===== src/rtl/nibble_rr_arbiter.sv =====
// Two-channel nibble FIFO feeder with a registered a/b/s output for the 2:1 mux stage.
// Define NIBBLE_ARB_FIXED_PRIO_EN for fixed priority (channel 0 first) instead of round robin.
module nibble_rr_arbiter #(
  parameter int DEPTH = 4
) (
  input  logic                     clk,
  input  logic                     rst_n,
  input  logic                     in0_valid,
  output logic                     in0_ready,
  input  logic [3:0]               in0_data,
  input  logic                     in1_valid,
  output logic                     in1_ready,
  input  logic [3:0]               in1_data,
  output logic [3:0]               out_a,
  output logic [3:0]               out_b,
  output logic                     out_s,
  output logic                     out_valid,
  input  logic                     out_ready,
  output logic [$clog2(DEPTH):0]   count0,
  output logic [$clog2(DEPTH):0]   count1
);

  localparam int PW = $clog2(DEPTH);
  localparam int CW = PW + 1;
  localparam logic [CW-1:0] FULL = CW'(DEPTH);

  typedef enum logic {ST_EMPTY, ST_HOLD} state_e;

  state_e              state_q, state_d;
  logic [3:0]          out_a_q, out_a_d;
  logic [3:0]          out_b_q, out_b_d;
  logic                out_s_q, out_s_d;
  logic                load, grant, gsel;
  logic [1:0]          vld, nonempty, rdy;
  logic [1:0][3:0]     din, head;
  logic [1:0][CW-1:0]  cnt;

  assign vld = {in1_valid, in0_valid};
  assign din = {in1_data, in0_data};

  for (genvar g = 0; g < 2; g++) begin : g_fifo
    logic [3:0]    mem_q [DEPTH];
    logic [PW-1:0] wr_q, wr_d, rd_q, rd_d;
    logic [CW-1:0] cnt_q, cnt_d;
    logic          push, pop;

    // A full FIFO refuses the push even if it pops on the same edge.
    always_comb begin
      push  = vld[g] && (cnt_q != FULL);
      pop   = grant && (gsel == 1'(g));
      wr_d  = wr_q + PW'(push);
      rd_d  = rd_q + PW'(pop);
      cnt_d = cnt_q + CW'(push) - CW'(pop);
    end

    always_ff @(posedge clk or negedge rst_n) begin
      if (!rst_n) begin
        wr_q  <= '0;
        rd_q  <= '0;
        cnt_q <= '0;
      end else begin
        wr_q  <= wr_d;
        rd_q  <= rd_d;
        cnt_q <= cnt_d;
      end
    end

    always_ff @(posedge clk) begin
      if (push) mem_q[wr_q] <= din[g];
    end

    assign rdy[g]      = (cnt_q != FULL);
    assign nonempty[g] = (cnt_q != '0);
    assign head[g]     = mem_q[rd_q];
    assign cnt[g]      = cnt_q;
  end

  assign in0_ready = rdy[0];
  assign in1_ready = rdy[1];
  assign count0    = cnt[0];
  assign count1    = cnt[1];

`ifdef NIBBLE_ARB_FIXED_PRIO_EN
  assign gsel = !nonempty[0];
`else
  logic rr_last_q, rr_last_d;

  assign gsel = (nonempty[0] && nonempty[1]) ? !rr_last_q : nonempty[1];

  always_comb begin
    rr_last_d = rr_last_q;
    if (grant) rr_last_d = gsel;
  end

  // Resetting to 1 lets channel 0 win the first contention.
  always_ff @(posedge clk or negedge rst_n) begin
    if (!rst_n) rr_last_q <= 1'b1;
    else        rr_last_q <= rr_last_d;
  end
`endif

  always_ff @(posedge clk or negedge rst_n) begin
    if (!rst_n) state_q <= ST_EMPTY;
    else        state_q <= state_d;
  end

  always_comb begin
    state_d = state_q;
    if (load) state_d = (|nonempty) ? ST_HOLD : ST_EMPTY;
  end

  always_comb begin
    out_valid = (state_q == ST_HOLD);
    load      = !out_valid || out_ready;
    grant     = load && (|nonempty);
    out_a_d   = out_a_q;
    out_b_d   = out_b_q;
    out_s_d   = out_s_q;
    if (grant) begin
      out_s_d = gsel;
      if (gsel) out_b_d = head[1];
      else      out_a_d = head[0];
    end
  end

  always_ff @(posedge clk or negedge rst_n) begin
    if (!rst_n) begin
      out_a_q <= '0;
      out_b_q <= '0;
      out_s_q <= 1'b0;
    end else begin
      out_a_q <= out_a_d;
      out_b_q <= out_b_d;
      out_s_q <= out_s_d;
    end
  end

  assign out_a = out_a_q;
  assign out_b = out_b_q;
  assign out_s = out_s_q;

endmodule


===== config.mk =====
export PLATFORM = sky130hd
export DESIGN_NAME = nibble_rr_arbiter
export DESIGN_NICKNAME = d
export VERILOG_FILES = /design/src/rtl/nibble_rr_arbiter.sv
export SDC_FILE = /design/constraint.sdc
export NUM_CORES = 1
export LEC_CHECK = 0
export CAP_MARGIN = 20
export CORE_MARGIN = 3
export CORE_UTILIZATION = 55
export CTS_BUF_LIST = sky130_fd_sc_hd__clkbuf_2 sky130_fd_sc_hd__clkbuf_4 sky130_fd_sc_hd__clkbuf_8
export CTS_CLUSTER_DIAMETER = 60
export DETAILED_ROUTE_END_ITERATION = 8
export PLACE_DENSITY = 0.8
export SETUP_SLACK_MARGIN = 0.02
export SYNTH_ARGS = -nofsm -noshare
export SYNTH_HDL_FRONTEND = slang
export SYNTH_SLANG_ARGS = --single-unit
export TNS_END_PERCENT = 10

===== constraint.sdc =====
create_clock -name clk -period 3.02 [get_ports clk]
set_input_delay 0.453 -clock clk [delete_from_list [all_inputs] [get_ports clk]]
set_output_delay 0.453 -clock clk [all_outputs]
set_load 0.02 [all_outputs]

## Word level (Yosys, flattened, before mapping)

Memory sizes are Yosys's and may differ from the RTL's. A register that Yosys moved wholly into a read port is not among the register bits.
Cells that the tools add are included.

- Flip-flop bits (word level): 17
- Latch bits: 0
- Memory bits (writable): 32
- ROM bits: 0
- Output and inout port bits: 18
- Memories: 2

- Add/sub/neg operators: 8
- $mul: 0
- Div/mod/pow operators: 0
- $lt $le $gt $ge: 0
- Equality and inequality tests: 2
- Shift-type cells: 0
- Muxes and demuxes: 6
- Bitwise logic cells: 1
- Reduce and logical (&&, ||, !) cells: 16

Memory list:

| name | words | bits a word | rd ports | clocked after memory_dff | wr ports | line | source |
|---|---|---|---|---|---|---|---|
| g_fifo[0].mem_q | 4 | 4 | 1 | 1 | 1 | 42 | `logic [3:0] mem_q [DEPTH];` |
| g_fifo[1].mem_q | 4 | 4 | 1 | 1 | 1 | 42 |  |

Operators by type and width:

| operator | number |
|---|---|
| 2-bit by 1-bit adder with 2-bit output | 4 |
| 3-bit by 1-bit adder with 3-bit output | 2 |
| 1-bit logical AND | 6 |
| 1-bit two-way mux | 6 |
| 3-bit != test (second input constant) | 2 |
| 3-bit nonzero test | 2 |
| 3-bit by 1-bit subtractor with 3-bit output | 2 |
| 1-bit zero test | 4 |
| 2-bit AND reduction | 2 |
| 2-bit OR reduction | 1 |
| 1-bit logical OR | 1 |
| 1-bit NOT | 1 |

## Longest topological paths before layout

Gate-level depths: netlist (run 1).

- Depth after elaboration: 6
- Gate-level depth with buffers: 10

## Worst setup path after synthesis (run 1)

Ideal clock, no wire load.

- Path type: register to register
- Start point: register g_fifo[0].cnt_q[1], in the netlist count0[1]
- End point: register g_fifo[1].cnt_q[2], in the netlist count1[2]
- Library setup time: 133 ps
- Arrival: 2,421 ps
- Setup slack: 466 ps
- Cell stages (with the launch flop): 11
- Period minus slack after synthesis: 2,554 ps
- Cell sequence: dfrtp_1 -> or3_4 -> a211o_4 -> inv_1 -> ha_1 -> inv_1 -> ha_1 -> inv_1 -> fa_1 -> xnor2_1 -> xnor2_1

- Word-level cells in the longest chain between the ends: 5
- Elaborated cells on any way between the ends: 7
- Those cells by class: 1 x add/sub; 1 x mux; 5 x reduce/logical

Ends and longest elaborated chain:

| element | line | source |
|---|---|---|
| start: declaration | 44 | `logic [CW-1:0] cnt_q, cnt_d;` |
| start signal: assignment | 64 | `cnt_q <= cnt_d;` |
| 3-bit nonzero test (*) | 73 | `assign nonempty[g] = (cnt_q != '0);` |
| 2-bit OR reduction / 1-bit logical AND (equally long branches) | 115, 88 |  |
| 1-bit logical AND / 1-bit two-way mux (equally long branches) | 115, 88 |  |
| 1-bit logical AND (*) | 50 | `pop = grant && (gsel == 1'(g));` |
| net g_fifo[1].pop | 45 | `logic push, pop;` |
| 3-bit by 1-bit subtractor with 3-bit output (*) | 53 | `cnt_d = cnt_q + CW'(push) - CW'(pop);` |
| net g_fifo[1].cnt_d[2] | 44 |  |
| end signal: assignment | 64 |  |
| end: declaration | 44 |  |

The timed path passes the listed nets; every way through them passes the cells marked *.
A chain may end at the register's enable or synchronous reset.

## Final worst setup path (run 1)

Ends and elaborated chain as after synthesis.

==> results of run 1 <==
## logic make-up (layout without fill, tap and decap cells)
group / after synthesis / in the layout / share of synthesized area
DFF: 57 / 57 / 0.695
and+or+nand+nor: 19 / 19 / 0.0537
muxes: 16 / 16 / 0.125
adders and majority gates: 10 / 10 / 0.0614
buffers and inverters: 10 / 58 / 0.0164
xor gates and xnor gates: 8 / 8 / 0.0307
AOI/OAI and AO/OA: 4 / 4 / 0.0175
## layout by cell type, fill, tap and decap left out, drive strengths merged, types with 2 or more instances in the layout
master	synthesis	routed
inv	10	10
ha	8	8
mux4	8	8
mux2	8	8
clkdlybuf4s50	0	30
clkinv	0	2
or3b	2	2
fa	2	2
o21a	2	2
xor2	4	4
clkbuf	0	14
nor3b	4	4
buf	0	2
xnor2	4	4
nand2	2	2
and3	2	2
nor3	3	3
dfrtp	24	24
edfxtp	32	32
## layout make-up
type | count | area, um^2 | area share
Sequential cell | 57 | 1590 | 0.562
Tap cell | 48 | 60.1 | 0.0212
Inverter | 10 | 37.5 | 0.0133
Multi-Input combinational cell | 57 | 658 | 0.233
Timing Repair Buffer | 32 | 315 | 0.112
Clock inverter | 2 | 7.51 | 0.00265
Clock buffer | 14 | 161 | 0.0571
## final timing paths
check	slack, ps	end	from	cells past startpoint
setup reg to reg	410	count1[2]	count0[1]	10
max in group asynchronous	2210	rr_last_q	rst_n	2
setup / recovery	410	count1[2]	count0[1]	10
min in group asynchronous	500	out_a[1]	rst_n	2
hold / removal	490	out_s	out_s	1
hold reg to reg	490	out_s	out_s	1
## flip-flops by register name, indices dropped and copies added, names as in the netlist
| signal | flops |
|---|---|
| out_s | 1 |
| out_b | 4 |
| g_fifo.wr_q | 4 |
| count0 | 3 |
| rr_last_q | 1 |
| count1 | 3 |
| g_fifo.rd_q | 4 |
| g_fifo.mem_q | 32 |
| out_valid | 1 |
| out_a | 4 |
## through the flow
step / power (W) / util / instances / hold slack, ps
final: 0.00302 / 0.739 / 220 / 492
after CTS: 0.00306 / 0.739 / 220 / 500
after detailed placement: 0.00246 / 0.695 / 204 / 487
after global routing: 0.00323 / 0.739 / 220 / 513
after global placement: 0.00239 / 0.695 / 204 / 473
after floorplan: 0.00202 / - / 124 / 157
## power groups by stage
stage          Combinational, W  Clock, W  Sequential, W
2_1_floorplan          0.000607         0        0.00142
3_3_place_gp            0.00108         0        0.00131
3_5_place_dp            0.00112         0        0.00134
4_1_cts                 0.00113  0.000607        0.00132
5_1_grt                 0.00122  0.000650        0.00136
6_report                0.00111  0.000589        0.00132
## metal layers
| metal | up-vias | routed length, um | GRT usage |
|---|---|---|---|
| li1 | 550 | - | - |
| met1 | 564 | 1590 | 0.212 |
| met2 | 28 | 1760 | 0.254 |
| met3 | 0 | 158 | 0.0619 |
| met4 | 0 | 0 | 0.0638 |
| met5 | - | 0 | 0 |
==> run_results.csv, run 1 <==
group,metric,value,unit
sta,fmax,383,MHz
clocking,cts_buffer_depth,2,
grt,grt_pass1_vias,1243,
setup_path,cp.required,3250,ps
floorplan,fp.dieArea,4960,um^2
outcome,status,"finished clean",
synth,syn_avg_cell_area,18.4,um^2
power_and_ir_drop,combPwrFrac,0.368,
sta,finalHoldViolations,0,
power_and_ir_drop,p_switching,0.000949,W
routing,via_per_inst,5.19,
floorplan,fp.coreArea,3830,um^2
synth,yosys_warnings,0,
setup_path,cp_data_arrival_time,2850,ps
synth,synthTopCellsByArea,"edfxtp_1, dfrtp_1, mux4_2",
synth,ys.flop_type,"edfxtp_1",
routing,drt_iter0_drc,54,
setup_path,path_max_fanout,5,
routing,wl_per_cell,16.0,um
sta,setup_violations,0,
setup_path,cp_slowest_cell,"dfrtp_1",
floorplan,die_w,70.4,um
sta,tightest_slew,665,ps
clocking,cts_buffers,9,
synth,synth_edf_count,32,
floorplan,initial_utilization,0.597,
final_layout,antenna_cells,0,
clocking,holdBufCountCts,0,
setup_path,max_stage_delay,450,ps
grt,grt_max_degree,26,
clocking,cts_root_buffer,"clkbuf_8",
synth,ys_seq_elements,57,
sta,rsz0062_at_grt,"no",
floorplan,rows,22,
synth,ys_seq_area_frac,0.695,
sta,finalSetupTns,0,ps
flow_run,cap_violations,0,
clocking,cts_tree,"yes",
placed_design,placed_cell_area,2660,um^2
sta,fin_ws,407,ps
grt,grt_pass1_wl,5990,um
power_and_ir_drop,p_seq_frac,0.437,
synth,synth_top_cell_area_share,0.421,
setup_path,crit_buf_inv,3,
routing,ant_nets,0,
synth,synthTopCellsByCount,"edfxtp_1, dfrtp_1, inv_1",
synth,synth_cell_types,25,
synth,synthArstFlopShare,0.439,
routing,routed_wirelength,3510,um
hold_path,worst_hold_path_type,"reg2reg",
routing,dr.pass1.iters,4,
sta,timing.final.crit_share,0.865,
setup_path,critical_path_class,"reg2reg",
clocking,cts.sinks,57,
sta,final-max-slew-violation-count,0,
final_layout,layout.nets,190,
sta,skew,7.98,ps
grt,antenna_found_initial,0,
clocking,post_cts_buffers,0,
sta,period_needed,2610,ps
synth,syn_area,2280,um^2
final_layout,final_area,2830,um^2
setup_path,cp-start-kind,"register",
grt,grt_overflow,0,
clocking,h-tree-depth,3,
final_layout,area_growth,23.8,%
power_and_ir_drop,p_per_area,1070,nW/um^2
power_and_ir_drop,p_leak,1.12,nW
clocking,insertion_delay,320,ps
setup_path,critical-path-top-delay-family,"adder cells",
setup_path,path_common_cell,"inv_1",
placed_design,portBuffers,30,
clocking,cts_resized,0,
placed_design,place.detailed.hpwl,2580,um
power_and_ir_drop,p_int,0.00207,W
placed_design,gp_congestion,0.744,
synth,synth.most_common_cell,"edfxtp_1",
floorplan,ioPinCount,31,
grt,track_usage,0.165,
power_and_ir_drop,sw_frac_of_total,0.315,
clocking,clkSlewWorstSetupHoldPaths,60,ps
routing,drc,0,
power_and_ir_drop,pwr-share-clk,0.195,
power_and_ir_drop,vdd_drop_max,0.734,mV
synth,synth_largest_area_cell,"edfxtp_1",
sta,max_slew_margin,0.556,
synth,syn_nets,147,
placed_design,preCtsSetupSlack,376,ps
routing,via_count,1142,
setup_path,crit_chain,"or3_4 > a211o_4 > inv_1 > ha_1 > inv_1 > ha_1 > inv_1 > fa_1 > xnor2_1 > xnor2_1",
floorplan,die_y,70.4,um
final_layout,final_layout_size_suffix_gt1_frac,0.215,
setup_path,crit_path_end_kind,"register",
synth,syn_inst,124,
final_layout,nFillCells,243,
Note: power is estimated with default switching activity, not from simulation.
==> inputs of run 2 (changes only) <==
CORE_UTILIZATION = 51   (was 55)
PLACE_DENSITY = 0.78   (was 0.8)
clock period = 2.2 ns   (was 3.02 ns; I/O delays follow)
==> run_results.csv, run 2 (synthesis results as in run 1) <==
group,metric,value,unit
outcome,status,"finished with violations",
outcome,violations,"setup timing",
clocking,cts_root_buffer,"clkbuf_8",
sta,fmax,421,MHz
final_layout,regMostFlops,"g_fifo.mem_q",
sta,tightest_slew,333,ps
sta,max_slew_margin,0.778,
final_layout,final_layout_size_suffix_gt1_frac,0.402,
sta,setup_violations,5,
placed_design,portBuffers,30,
final_layout,antenna_cells,0,
final_layout,largest_reg_flops,32,
sta,fin_ws,-176,ps
routing,routed_wirelength,4150,um
grt,track_usage,0.185,
setup_path,cp_data_arrival_time,2590,ps
final_layout,stdcell_count,254,
routing,drc,0,
placed_design,dp.cells,225,
setup_path,path_max_fanout,3,
clocking,cts.sinks,57,
floorplan,rows,23,
setup_path,cp-start-kind,"register",
final_layout,seq_area,1590,um^2
floorplan,die_w,72.9,um
hold_path,worst_hold_path_type,"in2async",
final_layout,multi_input_area,718,um^2
floorplan,die_y,72.9,um
grt,grt_pass1_vias,1468,
final_layout,final_common_cell,"edfxtp_1",
grt,grt_pass1_wl,7050,um
grt,antenna_found_initial,0,
clocking,holdBufCountCts,0,
placed_design,place.detailed.hpwl,2880,um
final_layout,layout.nets,222,
power_and_ir_drop,p_leak,1.30,nW
clocking,cts_buffer_depth,2,
clocking,insertion_delay,320,ps
routing,via_per_inst,5.19,
setup_path,crit_path_end_kind,"register",
grt,grt_overflow,0,
clocking,h-tree-depth,3,
routing,wl_per_cell,16.3,um
power_and_ir_drop,vdd_drop_max,0.702,mV
floorplan,fp.dieArea,5320,um^2
sta,rsz0062_at_grt,"yes",
floorplan,initial_utilization,0.551,
routing,dr.pass1.iters,4,
sta,timing.final.crit_share,1.08,
floorplan,fp.coreArea,4140,um^2
sta,period_needed,2380,ps
grt,grt_max_degree,26,
sta,finalHoldViolations,0,
clocking,cts_buffers,9,
sta,skew,4.82,ps
final_layout,area_growth,40.0,%
clocking,cts_tree,"yes",
setup_path,cp.required,2410,ps
routing,via_count,1317,
placed_design,gp_congestion,0.814,
final_layout,nFillCells,229,
sta,final-max-slew-violation-count,0,
final_layout,mostFrequentLayoutCells,"edfxtp_1, clkdlybuf4s50_1, buf_4",
floorplan,ioPinCount,31,
routing,ant_nets,0,
final_layout,utilization,0.771,
clocking,clkSlewWorstSetupHoldPaths,60,ps
flow_run,cap_violations,0,
power_and_ir_drop,p_per_area,1510,nW/um^2
setup_path,critical_path_class,"reg2reg",
routing,drt_iter0_drc,85,
sta,finalSetupTns,-415,ps
run 2: per-layer routing:
| layer | wire, um | track usage | part of all wire |
|---|---|---|---|
| met5 | 0 | 0 | 0 |
| met3 | 172 | 0.0441 | 0.041 |
| met1 | 1740 | 0.224 | 0.42 |
| met4 | 144 | 0.127 | 0.035 |
| met2 | 2100 | 0.294 | 0.50 |
run 2: cell type report:
cell class              count  area share
flip-flops and latches     57       0.497
multi-input cells          57       0.225
repair buffers             64       0.184
clock buffers              12      0.0477
well taps                  50      0.0196
clock inverters             4      0.0133
inverters                  10      0.0133
run 2: repair_timing:
action,in CTS,in global routing
pin swaps,7,5
endpoints found under the setup margin,5,7
setup buffers,11,3
resized for setup,12,11
run 2: per-stage QoR:
stage	worst slack, ps	hold slack (ps)	power, W	area [um^2]
3_5_place_dp	-225	492	0.00360	2810
6_report	-176	379	0.00484	3200
2_1_floorplan	-258	34.4	0.00279	2290
3_3_place_gp	-183	472	0.00346	2810
4_1_cts	-197	378	0.00479	3150
5_1_grt	-232	405	0.00513	3200
run 2: path summary, 6_finish.rpt:
path                       cells past startpoint   endpoint  slack (ps)       from
hold reg to reg                                1      out_s         500      out_s
min in group clk                               1      out_s         500      out_s
setup / recovery                              10  count1[2]        -180  count0[1]
max in group asynchronous                      2  rr_last_q        1530      rst_n
hold / removal                                 2  count0[0]         380      rst_n
setup reg to reg                              10  count1[2]        -180  count0[1]
run 2: critical path: stages, from the launching register on:
cell and delay (ps):
dfrtp_2 400, or3_4 410, a211o_4 350, inv_4 80, ha_4 200, inv_4 50, ha_4 110, inv_2 30
fa_2 350, xnor2_2 150, xnor2_1 130
run 2: power by group:
group / internal [W] / switching, W
Sequential: 0.00152 / 0.000270
Clock: 0.000569 / 0.000370
Combinational: 0.00124 / 0.000866
Total: 0.00333 / 0.00151
==> inputs of run 3 (changes only) <==
--- a/constraint.sdc
+++ b/constraint.sdc
@@ -3,2 +3,2 @@
 set_output_delay 0.33 -clock clk [all_outputs]
-set_load 0.02 [all_outputs]
+set_load 0.01 [all_outputs]
==> run_results.csv, run 3 (synthesis results as in run 1) <==
group,metric,value,unit
outcome,status,"finished with violations",
outcome,violations,"setup timing",
placed_design,gp_congestion,0.797,
floorplan,die_y,72.9,um
placed_design,portBuffers,30,
floorplan,initial_utilization,0.551,
floorplan,fp.dieArea,5320,um^2
setup_path,cp_data_arrival_time,2570,ps
routing,drc,0,
sta,timing.final.crit_share,1.08,
placed_design,placed_cell_area,2800,um^2
clocking,cts_root_buffer,"clkbuf_8",
clocking,holdBufCountCts,0,
grt,grt_overflow,0,
setup_path,crit_path_end_kind,"register",
final_layout,regMostFlops,"g_fifo.mem_q",
final_layout,area_growth,32.4,%
final_layout,final_common_cell,"edfxtp_1",
grt,grt_pass1_vias,1358,
clocking,insertion_delay,320,ps
sta,fin_ws,-172,ps
sta,period_needed,2370,ps
setup_path,critical_path_class,"reg2reg",
routing,via_per_inst,5.17,
routing,via_count,1241,
sta,fmax,422,MHz
routing,drt_iter0_drc,51,
final_layout,layout.nets,208,
floorplan,die_w,72.9,um
routing,dr.pass1.iters,4,
final_layout,mostFrequentLayoutCells,"edfxtp_1, clkdlybuf4s50_1, dfrtp_1",
power_and_ir_drop,p_leak,1.23,nW
final_layout,antenna_cells,0,
routing,ant_nets,0,
power_and_ir_drop,p_per_area,1460,nW/um^2
clocking,h-tree-depth,3,
final_layout,nFillCells,268,
flow_run,cap_violations,0,
sta,finalHoldViolations,0,
sta,tightest_slew,334,ps
grt,grt_max_degree,26,
sta,finalSetupTns,-327,ps
final_layout,final_layout_size_suffix_gt1_frac,0.326,
setup_path,cp.required,2400,ps
grt,grt_pass1_wl,6520,um
power_and_ir_drop,vdd_drop_max,0.695,mV
grt,antenna_found_initial,0,
sta,setup_violations,3,
final_layout,final_area,3020,um^2
setup_path,path_max_fanout,4,
clocking,cts.sinks,57,
clocking,cts_buffers,9,
hold_path,worst_hold_path_type,"in2async",
clocking,cts_buffer_depth,2,
routing,routed_wirelength,3840,um
sta,skew,7.74,ps
placed_design,place.detailed.hpwl,2800,um
clocking,clkSlewWorstSetupHoldPaths,60,ps
floorplan,fp.coreArea,4140,um^2
setup_path,cp-start-kind,"register",
grt,track_usage,0.171,
floorplan,rows,23,
floorplan,ioPinCount,31,
clocking,cts_tree,"yes",
clocking,post_cts_buffers,0,
final_layout,largest_reg_flops,32,
sta,max_slew_margin,0.777,
sta,rsz0062_at_grt,"yes",
routing,wl_per_cell,16.0,um
sta,final-max-slew-violation-count,0,
final_layout,utilization,0.730,
-- run 3: worst paths after layout --
path,start,endpoint,slack [ps],depth (start not counted)
max in group asynchronous,rst_n,rr_last_q,1510,2
worst max register to register,count0[2],count1[2],-170,10
worst min-delay path,rst_n,count0[0],390,2
worst min register to register,out_b[1],out_b[1],520,1
worst max-delay path,count0[2],count1[2],-170,10
min in group clk,out_b[1],out_b[1],520,1
-- run 3: timing repair --
action | 4_1_cts | 5_1_grt
resized for setup | 3 | 2
endpoints found under the setup margin | 5 | 4
pin swaps | 2 | 3
hold endpoints to repair | 0 | 0
-- run 3: power by group --
part | leakage (nW) | switching [W] | internal, W
registers | 0.580 | 0.000263 | 0.00152
clock network | 0.105 | 0.000365 | 0.000588
logic | 0.548 | 0.000640 | 0.00104
total | 1.23 | 0.00127 | 0.00315
-- run 3: worst max-delay path: stages, from the launching register on --
cell and delay (ps):
dfrtp_1 380, or3_4 420, a211o_4 340, inv_2 60
ha_1 220, inv_1 50, ha_1 140, inv_1 50
fa_2 340, xnor2_2 140, xnor2_1 120
-- run 3: stage by stage --
| step | power, W | hold WS, ps | cells | setup slack [ps] |
|---|---|---|---|---|
| after floorplan | 0.00267 | 34.4 | 124 | -224 |
| after global placement | 0.00332 | 472 | 224 | -173 |
| after detailed placement | 0.00343 | 483 | 224 | -206 |
| after CTS | 0.00445 | 394 | 240 | -183 |
| after global routing | 0.00471 | 410 | 240 | -276 |
| final | 0.00442 | 388 | 240 | -172 |
-- run 3: layer usage --
| layer | GRT usage | share of wire |
|---|---|---|
| met5 | 0 | 0 |
| met4 | 0.0799 | 0.012 |
| met3 | 0.0441 | 0.050 |
| met2 | 0.282 | 0.51 |
| met1 | 0.211 | 0.43 |
-- run 3: layout make-up --
class,count,area [um^2],area share
clock inverter,4,42.5,0.0141
clock buffer,12,159,0.0525
inverter,10,37.5,0.0124
multi-input combinational,57,683,0.226
timing repair buffer,50,450,0.149
tap,50,62.6,0.0207
sequential,57,1590,0.525
